<file path="config.mk">
export PLATFORM = sky130hd
export DESIGN_NAME = div_shift_sub_flat
export DESIGN_NICKNAME = d
export VERILOG_FILES = /design/src/rtl/div_shift_sub_pkg.sv /design/src/rtl/div_shift_sub_if.sv /design/src/rtl/div_shift_sub_ctrl.sv /design/src/rtl/div_shift_sub.sv /design/src/flat_wrapper.sv
export SDC_FILE = /design/constraint.sdc
export NUM_CORES = 1
export LEC_CHECK = 0
export BUFFER_PORTS_ARGS = -buffer_cell sky130_fd_sc_hd__clkbuf_2
export CAP_MARGIN = 20
export CORE_MARGIN = 1
export CORE_UTILIZATION = 44
export DETAILED_ROUTE_END_ITERATION = 6
export PLACE_DENSITY = 0.7
export SYNTH_ARGS = -nofsm -noshare
export SYNTH_HDL_FRONTEND = slang
export SYNTH_HIERARCHICAL = 1
export SYNTH_SLANG_ARGS = --single-unit
</file>
<file path="constraint.sdc">
create_clock -name clk -period 3.45 [get_ports clk]
set_input_delay 0.8625 -clock clk [delete_from_list [all_inputs] [get_ports clk]]
set_output_delay 0.8625 -clock clk [all_outputs]
set_load 0.005 [all_outputs]
</file>
<file path="src/rtl/div_shift_sub_pkg.sv">
// Shared types for the shift-and-subtract divider: FSM state encoding and the
// divide-by-zero quotient constant.
package div_pkg;

  localparam int MAX_W = 64;

  typedef enum logic [2:0] {
    S_IDLE = 3'd0,
    S_LOAD = 3'd1,
    S_ITER = 3'd2,
    S_SIGN = 3'd3,
    S_DONE = 3'd4
  } state_t;

  // All-ones pattern of the requested width, returned right-aligned.
  function automatic logic [MAX_W-1:0] dz_quotient(input int width);
    logic [MAX_W-1:0] ones;
    ones = '1;
    return (width >= MAX_W) ? ones : (ones >> (MAX_W - width));
  endfunction

endpackage

</file>
<file path="src/rtl/div_shift_sub_if.sv">
// Start/busy/done handshake and operand/result bus of the divider.
// DIV_SIGNED_EN adds the signed_mode request qualifier.
interface div_shift_sub_if #(
    parameter int WIDTH = 8
);
    logic             start;
    logic [WIDTH-1:0] dividend;
    logic [WIDTH-1:0] divisor;
    logic [WIDTH-1:0] quotient;
    logic [WIDTH-1:0] remainder;
    logic             busy;
    logic             done;
    logic             div_zero;
`ifdef DIV_SIGNED_EN
    logic             signed_mode;

    modport master(output start, dividend, divisor, signed_mode,
                   input  quotient, remainder, busy, done, div_zero);
    modport slave (input  start, dividend, divisor, signed_mode,
                   output quotient, remainder, busy, done, div_zero);
`else
    modport master(output start, dividend, divisor,
                   input  quotient, remainder, busy, done, div_zero);
    modport slave (input  start, dividend, divisor,
                   output quotient, remainder, busy, done, div_zero);
`endif
endinterface

</file>
<file path="src/rtl/div_shift_sub_ctrl.sv">
// Divider sequencer: IDLE -> LOAD -> ITER x WIDTH -> [SIGN] -> DONE, plus the
// iteration counter. SIGN exists only when DIV_SIGNED_EN is defined.
module div_shift_sub_ctrl
    import div_pkg::*;
#(
    parameter int WIDTH = 8
) (
    input  logic clk,
    input  logic reset_n,
    input  logic i_start,
    input  logic i_dvs_zero,
    output logic o_accept,
    output logic o_load,
    output logic o_shift,
`ifdef DIV_SIGNED_EN
    output logic o_fix,
`endif
    output logic o_finish,
    output logic o_done,
    output logic o_busy
);
    localparam int CNT_W = $clog2(WIDTH + 1);

    state_t           r_state;
    state_t           w_next;
    logic [CNT_W-1:0] r_cnt;
    logic             w_last;

    assign w_last = (r_cnt == CNT_W'(1));
    assign o_busy = (r_state != S_IDLE);
    assign o_done = (r_state == S_DONE);

    // NOTE: all state updates use <= so every register samples pre-edge values.
    always_ff @(posedge clk or negedge reset_n) begin
        if (!reset_n) begin
            r_state <= S_IDLE;
            r_cnt   <= '0;
        end else begin
            r_state <= w_next;
            if (o_load && !i_dvs_zero) begin
                r_cnt <= CNT_W'(WIDTH);
            end else if (o_shift) begin
                r_cnt <= r_cnt - CNT_W'(1);
            end
        end
    end

    // NOTE: every output gets a default first, so no path through the case infers a latch.
    always_comb begin
        w_next   = r_state;
        o_accept = 1'b0;
        o_load   = 1'b0;
        o_shift  = 1'b0;
`ifdef DIV_SIGNED_EN
        o_fix    = 1'b0;
`endif
        o_finish = 1'b0;
        case (r_state)
            S_IDLE: begin
                if (i_start) begin
                    o_accept = 1'b1;
                    w_next   = S_LOAD;
                end
            end
            S_LOAD: begin
                o_load = 1'b1;
                if (i_dvs_zero) begin
                    o_finish = 1'b1;
                    w_next   = S_DONE;
                end else begin
                    w_next = S_ITER;
                end
            end
            S_ITER: begin
                o_shift = 1'b1;
                if (w_last) begin
`ifdef DIV_SIGNED_EN
                    w_next   = S_SIGN;
`else
                    o_finish = 1'b1;
                    w_next   = S_DONE;
`endif
                end
            end
`ifdef DIV_SIGNED_EN
            S_SIGN: begin
                o_fix    = 1'b1;
                o_finish = 1'b1;
                w_next   = S_DONE;
            end
`endif
            S_DONE:  w_next = S_IDLE;
            default: w_next = S_IDLE;
        endcase
    end

endmodule

</file>
<file path="src/rtl/div_shift_sub.sv">
// Radix-2 restoring divider, one quotient bit per cycle. Define DIV_SIGNED_EN
// for two's-complement operation (truncation toward zero) via an extra SIGN step.
module div_shift_sub
    import div_pkg::*;
#(
    parameter int WIDTH = 8
) (
    input  logic         clk,
    input  logic         reset_n,
    div_shift_sub_if.slave bus
);
    localparam logic [WIDTH-1:0] DZ_QUO = WIDTH'(dz_quotient(WIDTH));

    logic             w_accept, w_load, w_shift, w_finish, w_dvs_zero;
    logic [WIDTH-1:0] r_dvd, r_dvs, r_quo, r_rem;
    logic [WIDTH-1:0] r_quotient, r_remainder;
    logic             r_div_zero;
    logic [WIDTH-1:0] w_dvd_mag, w_dvs_mag, w_rem_next, w_quo_next;
    logic [WIDTH:0]   w_r_shift, w_trial;

`ifdef DIV_SIGNED_EN
    logic w_fix, w_dvd_neg, w_dvs_neg, r_neg_q, r_neg_r;

    assign w_dvd_neg = bus.signed_mode & bus.dividend[WIDTH-1];
    assign w_dvs_neg = bus.signed_mode & bus.divisor[WIDTH-1];
    assign w_dvd_mag = w_dvd_neg ? (WIDTH'(0) - bus.dividend) : bus.dividend;
    assign w_dvs_mag = w_dvs_neg ? (WIDTH'(0) - bus.divisor) : bus.divisor;
`else
    assign w_dvd_mag = bus.dividend;
    assign w_dvs_mag = bus.divisor;
`endif

    div_shift_sub_ctrl #(.WIDTH(WIDTH)) u_ctrl (
        .clk       (clk),
        .reset_n   (reset_n),
        .i_start   (bus.start),
        .i_dvs_zero(w_dvs_zero),
        .o_accept  (w_accept),
        .o_load    (w_load),
        .o_shift   (w_shift),
`ifdef DIV_SIGNED_EN
        .o_fix     (w_fix),
`endif
        .o_finish  (w_finish),
        .o_done    (bus.done),
        .o_busy    (bus.busy)
    );

    // The partial remainder stays below the divisor between steps, so only its
    // low WIDTH bits are stored; the shifted value regains the extra bit.
    assign w_dvs_zero = (r_dvs == '0);
    assign w_r_shift  = {r_rem, r_quo[WIDTH-1]};
    assign w_trial    = w_r_shift - {1'b0, r_dvs};
    assign w_rem_next = w_trial[WIDTH] ? w_r_shift[WIDTH-1:0] : w_trial[WIDTH-1:0];
    assign w_quo_next = {r_quo[WIDTH-2:0], ~w_trial[WIDTH]};

    always_ff @(posedge clk or negedge reset_n) begin
        if (!reset_n) begin
            r_dvd       <= '0;
            r_dvs       <= '0;
            r_quo       <= '0;
            r_rem       <= '0;
            r_quotient  <= '0;
            r_remainder <= '0;
            r_div_zero  <= 1'b0;
`ifdef DIV_SIGNED_EN
            r_neg_q     <= 1'b0;
            r_neg_r     <= 1'b0;
`endif
        end else begin
            if (w_accept) begin
                r_dvd <= bus.dividend;
                r_dvs <= w_dvs_mag;
                r_quo <= w_dvd_mag;
`ifdef DIV_SIGNED_EN
                r_neg_q <= w_dvd_neg ^ w_dvs_neg;
                r_neg_r <= w_dvd_neg;
`endif
            end
            if (w_load) begin
                r_rem <= '0;
            end
            if (w_shift) begin
                r_rem <= w_rem_next;
                r_quo <= w_quo_next;
            end
            if (w_finish && w_load) begin
                r_quotient  <= DZ_QUO;
                r_remainder <= r_dvd;
                r_div_zero  <= 1'b1;
            end
`ifdef DIV_SIGNED_EN
            if (w_fix) begin
                r_quotient  <= r_neg_q ? (WIDTH'(0) - r_quo) : r_quo;
                r_remainder <= r_neg_r ? (WIDTH'(0) - r_rem) : r_rem;
                r_div_zero  <= 1'b0;
            end
`else
            if (w_finish && w_shift) begin
                r_quotient  <= w_quo_next;
                r_remainder <= w_rem_next;
                r_div_zero  <= 1'b0;
            end
`endif
        end
    end

    assign bus.quotient  = r_quotient;
    assign bus.remainder = r_remainder;
    assign bus.div_zero  = r_div_zero;

endmodule
</file>
<file path="src/flat_wrapper.sv">
// flat-port wrapper written by rule: the top's interface ports become plain ports
module div_shift_sub_flat import div_pkg::*;
#(
    parameter int WIDTH = 8
)
  (clk, reset_n, bus_start, bus_dividend, bus_divisor, bus_quotient, bus_remainder, bus_busy, bus_done, bus_div_zero);
  div_shift_sub_if #(.WIDTH(WIDTH)) bus_i ();
  input  logic clk;
  input  logic reset_n;
  input wire logic [$bits(bus_i.start)-1:0] bus_start;
  input wire logic [$bits(bus_i.dividend)-1:0] bus_dividend;
  input wire logic [$bits(bus_i.divisor)-1:0] bus_divisor;
  output wire logic [$bits(bus_i.quotient)-1:0] bus_quotient;
  output wire logic [$bits(bus_i.remainder)-1:0] bus_remainder;
  output wire logic [$bits(bus_i.busy)-1:0] bus_busy;
  output wire logic [$bits(bus_i.done)-1:0] bus_done;
  output wire logic [$bits(bus_i.div_zero)-1:0] bus_div_zero;
  assign bus_i.start = bus_start;
  assign bus_i.dividend = bus_dividend;
  assign bus_i.divisor = bus_divisor;
  assign bus_quotient = bus_i.quotient;
  assign bus_remainder = bus_i.remainder;
  assign bus_busy = bus_i.busy;
  assign bus_done = bus_i.done;
  assign bus_div_zero = bus_i.div_zero;
  div_shift_sub #(.WIDTH(WIDTH)) u_core (.clk(clk), .reset_n(reset_n), .bus(bus_i));
endmodule
</file>
; ---- Yosys cells after proc, flatten, opt, wreduce, memory -nomap -nowiden
; Index checks and enable logic that the tools add are counted.
[totals]
ff_bits = 56
output_inout_bits = 19
word_cells = 54
[classes]
n_addsub = 2
eq_ne = 6
muxes = 24
bitwise = 1
reduce_logical = 12
[ops]
columns = operator, n
row1 = 8-bit 2-to-1 mux, 9
row2 = 3-bit 2-to-1 mux, 3
row3 = 3-bit one-hot mux with 3 select lines, 1
row4 = 9-bit by 8-bit subtractor with 9-bit output, 1
row5 = 8-bit zero test, 1
row6 = 1-bit 2-to-1 mux, 8
row7 = 4-bit 2-to-1 mux, 2
row8 = 2-bit nonzero test, 4
row9 = "4-bit by 1-bit equality test with 1-bit output, second input constant", 1
row10 = "2-bit inequality test, second input constant", 2
row11 = "4-bit by 1-bit subtractor with 4-bit output, second input constant", 1
row12 = "3-bit by 1-bit equality test with 1-bit output, second input constant", 1
row13 = "3-bit by 2-bit equality test with 1-bit output, second input constant", 1
row14 = "3-bit equality test, second input constant", 1
row15 = 1-bit logical AND, 3
row16 = 3-bit zero test, 1
row17 = 3-bit nonzero test, 1
row18 = 1-bit one-hot mux with 2 select lines, 1
row19 = 2-bit AND reduction, 1
row20 = 1-bit zero test, 1
row21 = 1-bit inverter, 1

; ---- Logic depth before layout (Yosys ltp)
[depth]
ltp_word = 6
ltp_mapped = 10
depth_no_buf = 9

; ---- Cells and area by module
; The synthesis kept the hierarchy.
[modules_own_cells]
columns = mod, instances, cells_each, area_per_inst_um2
row1 = div_shift_sub, 1, 243, 2497.4
row2 = div_shift_sub_ctrl, 1, 35, 389.1

; ---- Worst setup path after synthesis
; No wires, ideal clock.
[synth_timing]
kind = register to register
startpoint = register u_core.r_quo[7]
endpoint = register u_core.r_rem[7]
setup_time_ns = 0.077
arrival_ns = 2.315
required_ns = 3.373
setup_slack_ns = 1.058
stages_incl_launch_ff = 11
n_path_buf = 1
period_less_slack_ns = 2.392
path_cell_list = dfrtp_1 inv_1 ha_1 inv_1 fa_1 a211oi_2 o211ai_1 a221o_1 buf_6 a311o_1 o21ai_1
[synth_between]
elab_chain_len = 3
[synth_rtl]
columns = element, line
row1 = from (decl), div_shift_sub.sv:15  ; logic [WIDTH-1:0] r_dvd, r_dvs, r_quo, r_rem;
row2 = from (signal assigned), div_shift_sub.sv:74  ; r_quo <= w_dvd_mag;
row3 = from (signal assigned), div_shift_sub.sv:85  ; r_quo <= w_quo_next;
row4 = 9-bit by 8-bit subtractor with 9-bit output, div_shift_sub.sv:53  ; assign w_trial = w_r_shift - {1'b0, r_dvs};
row5 = 8-bit 2-to-1 mux, div_shift_sub.sv:54  ; assign w_rem_next = w_trial[WIDTH] ? w_r_shift[WIDTH-1:0] : w_trial[WIDTH-1:0];
row6 = 8-bit 2-to-1 mux, div_shift_sub.sv:83  ; if (w_shift) begin
row7 = to (signal assigned), div_shift_sub.sv:84  ; r_rem <= w_rem_next;
row8 = to (decl), div_shift_sub.sv:15
; Every way passes these cells.
; A chain may end at the register's enable or synchronous reset.

; ---- Worst setup path in the final report
[layout_timing]
startpoint = register u_core.r_quo[7]
endpoint = register u_core.r_remainder[4], in the netlist u_core/bus.remainder[4]
[layout_between]
elab_chain_len = 3
[layout_rtl]
columns = element, line
row1 = 9-bit by 8-bit subtractor with 9-bit output, div_shift_sub.sv:53
row2 = 8-bit 2-to-1 mux, div_shift_sub.sv:54
row3 = 8-bit 2-to-1 mux, div_shift_sub.sv:99  ; if (w_finish && w_shift) begin
row4 = to (signal assigned), div_shift_sub.sv:89  ; r_remainder <= r_dvd;
row5 = to (signal assigned), div_shift_sub.sv:101  ; r_remainder <= w_rem_next;
row6 = to (decl), div_shift_sub.sv:16  ; logic [WIDTH-1:0] r_quotient, r_remainder;
; Every way passes these cells.

==> reports/results.ini <==
[global_routing]
grt-ovfl-total = 0
grt_pass1_vias = 2191
track_usage = 0.194
grt_max_degree = 41
grt_pass1_wl_um = 10800
antenna_found_initial = 0

[cells_and_area]
layout-drive-gt1-share = 0.228
fin_cells = 393
area.growth.synth_to_final_pct = 12.7
multi_input_area_mm2 = 0.00139
diodes = 0
fillers = 597
final_cell_area_mm2 = 0.00325
seq_area_mm2 = 0.00140
final_nets = 345

[placed_design]
post-place-cells = 385
postPlaceCellArea_mm2 = 0.00316
gp_congestion = 0.872
hpwl_um = 4350
portBuffers = 37

[clock_network]
postCtsSetupBuffers = 0
cts_hold_buf = 0
cts.sinks = 56
cts_inserted_buffers = 5
htree_levels = 2
clk_path_buf_depth = 2
clk_pin_slew_ns = 0.11
ctsResizeCount = 0
cts-root-buf = clkbuf_8
clock_latency_ns = 0.32
cts_tree = built

[power_and_ir_drop]
power_frac_comb = 0.500
net-switching-power_w = 0.00124
power_frac_clock = 0.131
switching_share = 0.420
leakagePower_nw = 1.51
ir_drop_v = 0.000423
power_density_mw_per_mm2 = 907
internal-power_w = 0.00171
total_power_w = 0.00295
seqPwrFrac = 0.369

[drt]
ant_nets = 0
route.met2.wl_um = 3080
met3_length_um = 190
via_per_inst = 5.54
maxUsedRoutingLayer = met4
drt-total-wl_um = 6240
drtIter0Drc = 155
firstDrtPassIters = 4
vias = 2179
drc = 0
wl_per_cell_um = 15.9
wl_met1_um = 2910

[synthesis]
yosysTopAreaCell = dfrtp_1
syn_area_per_cell_um2 = 10.4
ys_ff_latch = 56
synthesis.nets = 308
synthMostInstantiatedCell = dfrtp_1
synth_cell_types = 49
yosysSeqAreaShare = 0.485
synth_top_area_frac = 0.485
syn-cell-area_mm2 = 0.00289
synthFlopType = dfrtp_1
ys_top_cells_by_count = dfrtp_1, nand2_1, nor2_1, a21oi_1, o21ai_0
synth-edff-count = 0
yosysWarnings = 6
syn_inst = 278
synth.area.top_cells = dfrtp_1, mux2i_1, ha_1
async_flop_share = 1.00

[timing]
finalCritPeriodShare = 0.795
whs_ns = 0.482
final_hold_viol_count = 0
clock.fmax_mhz = 364
tightest_slew_ns = 0.611
setup_tns_ns = 0
finalSetupViolCount = 0
post-route-min-period_ns = 2.74
maxSlewViolCount = 0
relSlewSlack = 0.593
rsz0062_at_grt = false
skew_ns = 0.00906

[worst_setup_path]
crit_start = u_core/r_quo[7]
crit_path_start_kind = flip-flop
cp_max_fo = 14
end_kind = flip-flop
reg2reg_from = u_core/r_quo[7]
arrival_ns = 2.91
critPathRequiredTime_ns = 3.62
critPathKind = reg -> reg

[floorplan]
die-width_um = 83.0
die_h_um = 83.0
row_count = 29
core_area_mm2 = 0.00635
dieArea_mm2 = 0.00689
pin_count = 38
initial_core_util = 0.455

[min_path]
hp-start = u_core/u_ctrl/r_cnt[3]
hp-class = reg -> reg

[status]
run_status = finished, final reports clean

[run]
drv_cap = 0

[cells by family (layout without fill, tap and decap cells)]
family                   after synthesis  after routing  synth area share
XOR/XNOR                               6              6            0.0182
buffers and inverters                 26             64            0.0364
flip-flops                            56             56             0.485
AND/OR/NAND/NOR                       80             80             0.149
multiplexers                          23             23            0.0837
AO/OA/AOI/OAI                         76             76             0.177
adder cells (fa/ha/maj)               11             11            0.0503
[worst max-delay path: stages, from the launching register on]
cell,delay [ns]
dfrtp_1,0.40
inv_1,0.07
ha_1,0.15
inv_1,0.05
fa_1,0.41
a211oi_2,0.29
o211a_1,0.20
a221o_1,0.50
mux2i_1,0.33
o221ai_1,0.18
[cell usage in the layout, fill, tap and decap left out, drive strengths merged, types with 3 or more instances in the layout]
cell type | netlist | layout
a211oi | 4 | 4
inv | 14 | 15
o22a | 7 | 7
o22ai | 5 | 5
buf | 3 | 4
nand2b | 4 | 4
ha | 10 | 10
or4 | 4 | 4
o221ai | 4 | 4
xor2 | 4 | 4
nand2 | 27 | 27
dfrtp | 56 | 56
nor3b | 7 | 7
a31oi | 3 | 3
mux2 | 9 | 9
o21ai | 20 | 20
nor2 | 19 | 19
clkbuf | 8 | 42
o211ai | 3 | 3
mux2i | 14 | 14
a21oi | 16 | 16
nor2b | 9 | 9
[path summary, 6_finish.rpt]
check	end	slack (ns)	depth (start not counted)
worst max-delay path	u_core/bus.remainder[4]	0.71	9
min in group asynchronous	u_core/r_dvs[1]	0.54	1
worst min-delay path	u_core/u_ctrl/r_cnt[3]	0.48	1
max in group asynchronous	u_core/r_rem[3]	2.05	2
worst max register to register	u_core/bus.remainder[4]	0.71	9
worst min register to register	u_core/u_ctrl/r_cnt[3]	0.48	1
[sequential cells by signal (all words and copies together), names as in the netlist]
| name | count |
|---|---|
| u_core/bus.quotient | 8 |
| u_core/bus.remainder | 8 |
| u_core/r_dvd | 8 |
| u_core/r_dvs | 8 |
| u_core/r_quo | 8 |
| u_core/r_rem | 8 |
| u_core/u_ctrl/r_cnt | 4 |
| u_core/u_ctrl/r_state | 3 |
| u_core/bus.div_zero | 1 |
[metal layers]
metal / global-route usage / vias up
met3: 0.0358 / 6
met5: 0 / -
met1: 0.265 / 1060
met2: 0.314 / 35
met4: 0.0596 / 0
li1: - / 1078
[through the flow]
| stage | utilization | setup WS, ns |
|---|---|---|
| floorplan | - | 1.06 |
| global placement | 0.497 | 0.791 |
| detailed placement | 0.497 | 0.735 |
| CTS | 0.512 | 0.714 |
| global route | 0.512 | 0.461 |
| finish | 0.512 | 0.706 |
[cell type report]
type,count,area share
inverters,15,0.0173
clock inverters,3,0.00846
repair buffers,41,0.0662
well taps,77,0.0296
flip-flops and latches,56,0.431
multi-input cells,196,0.427
clock buffers,5,0.0212
[power by group through the flow]
stage	Clock (W)	Combinational [W]	Sequential [W]
6_report	0.000385	0.00148	0.00109
5_1_grt	0.000423	0.00166	0.00113
4_1_cts	0.000399	0.00147	0.00109
3_5_place_dp	0	0.00146	0.00110
3_3_place_gp	0	0.00143	0.00110
2_1_floorplan	0	0.00116	0.00106
Note: power is estimated with default switching activity, not from simulation.
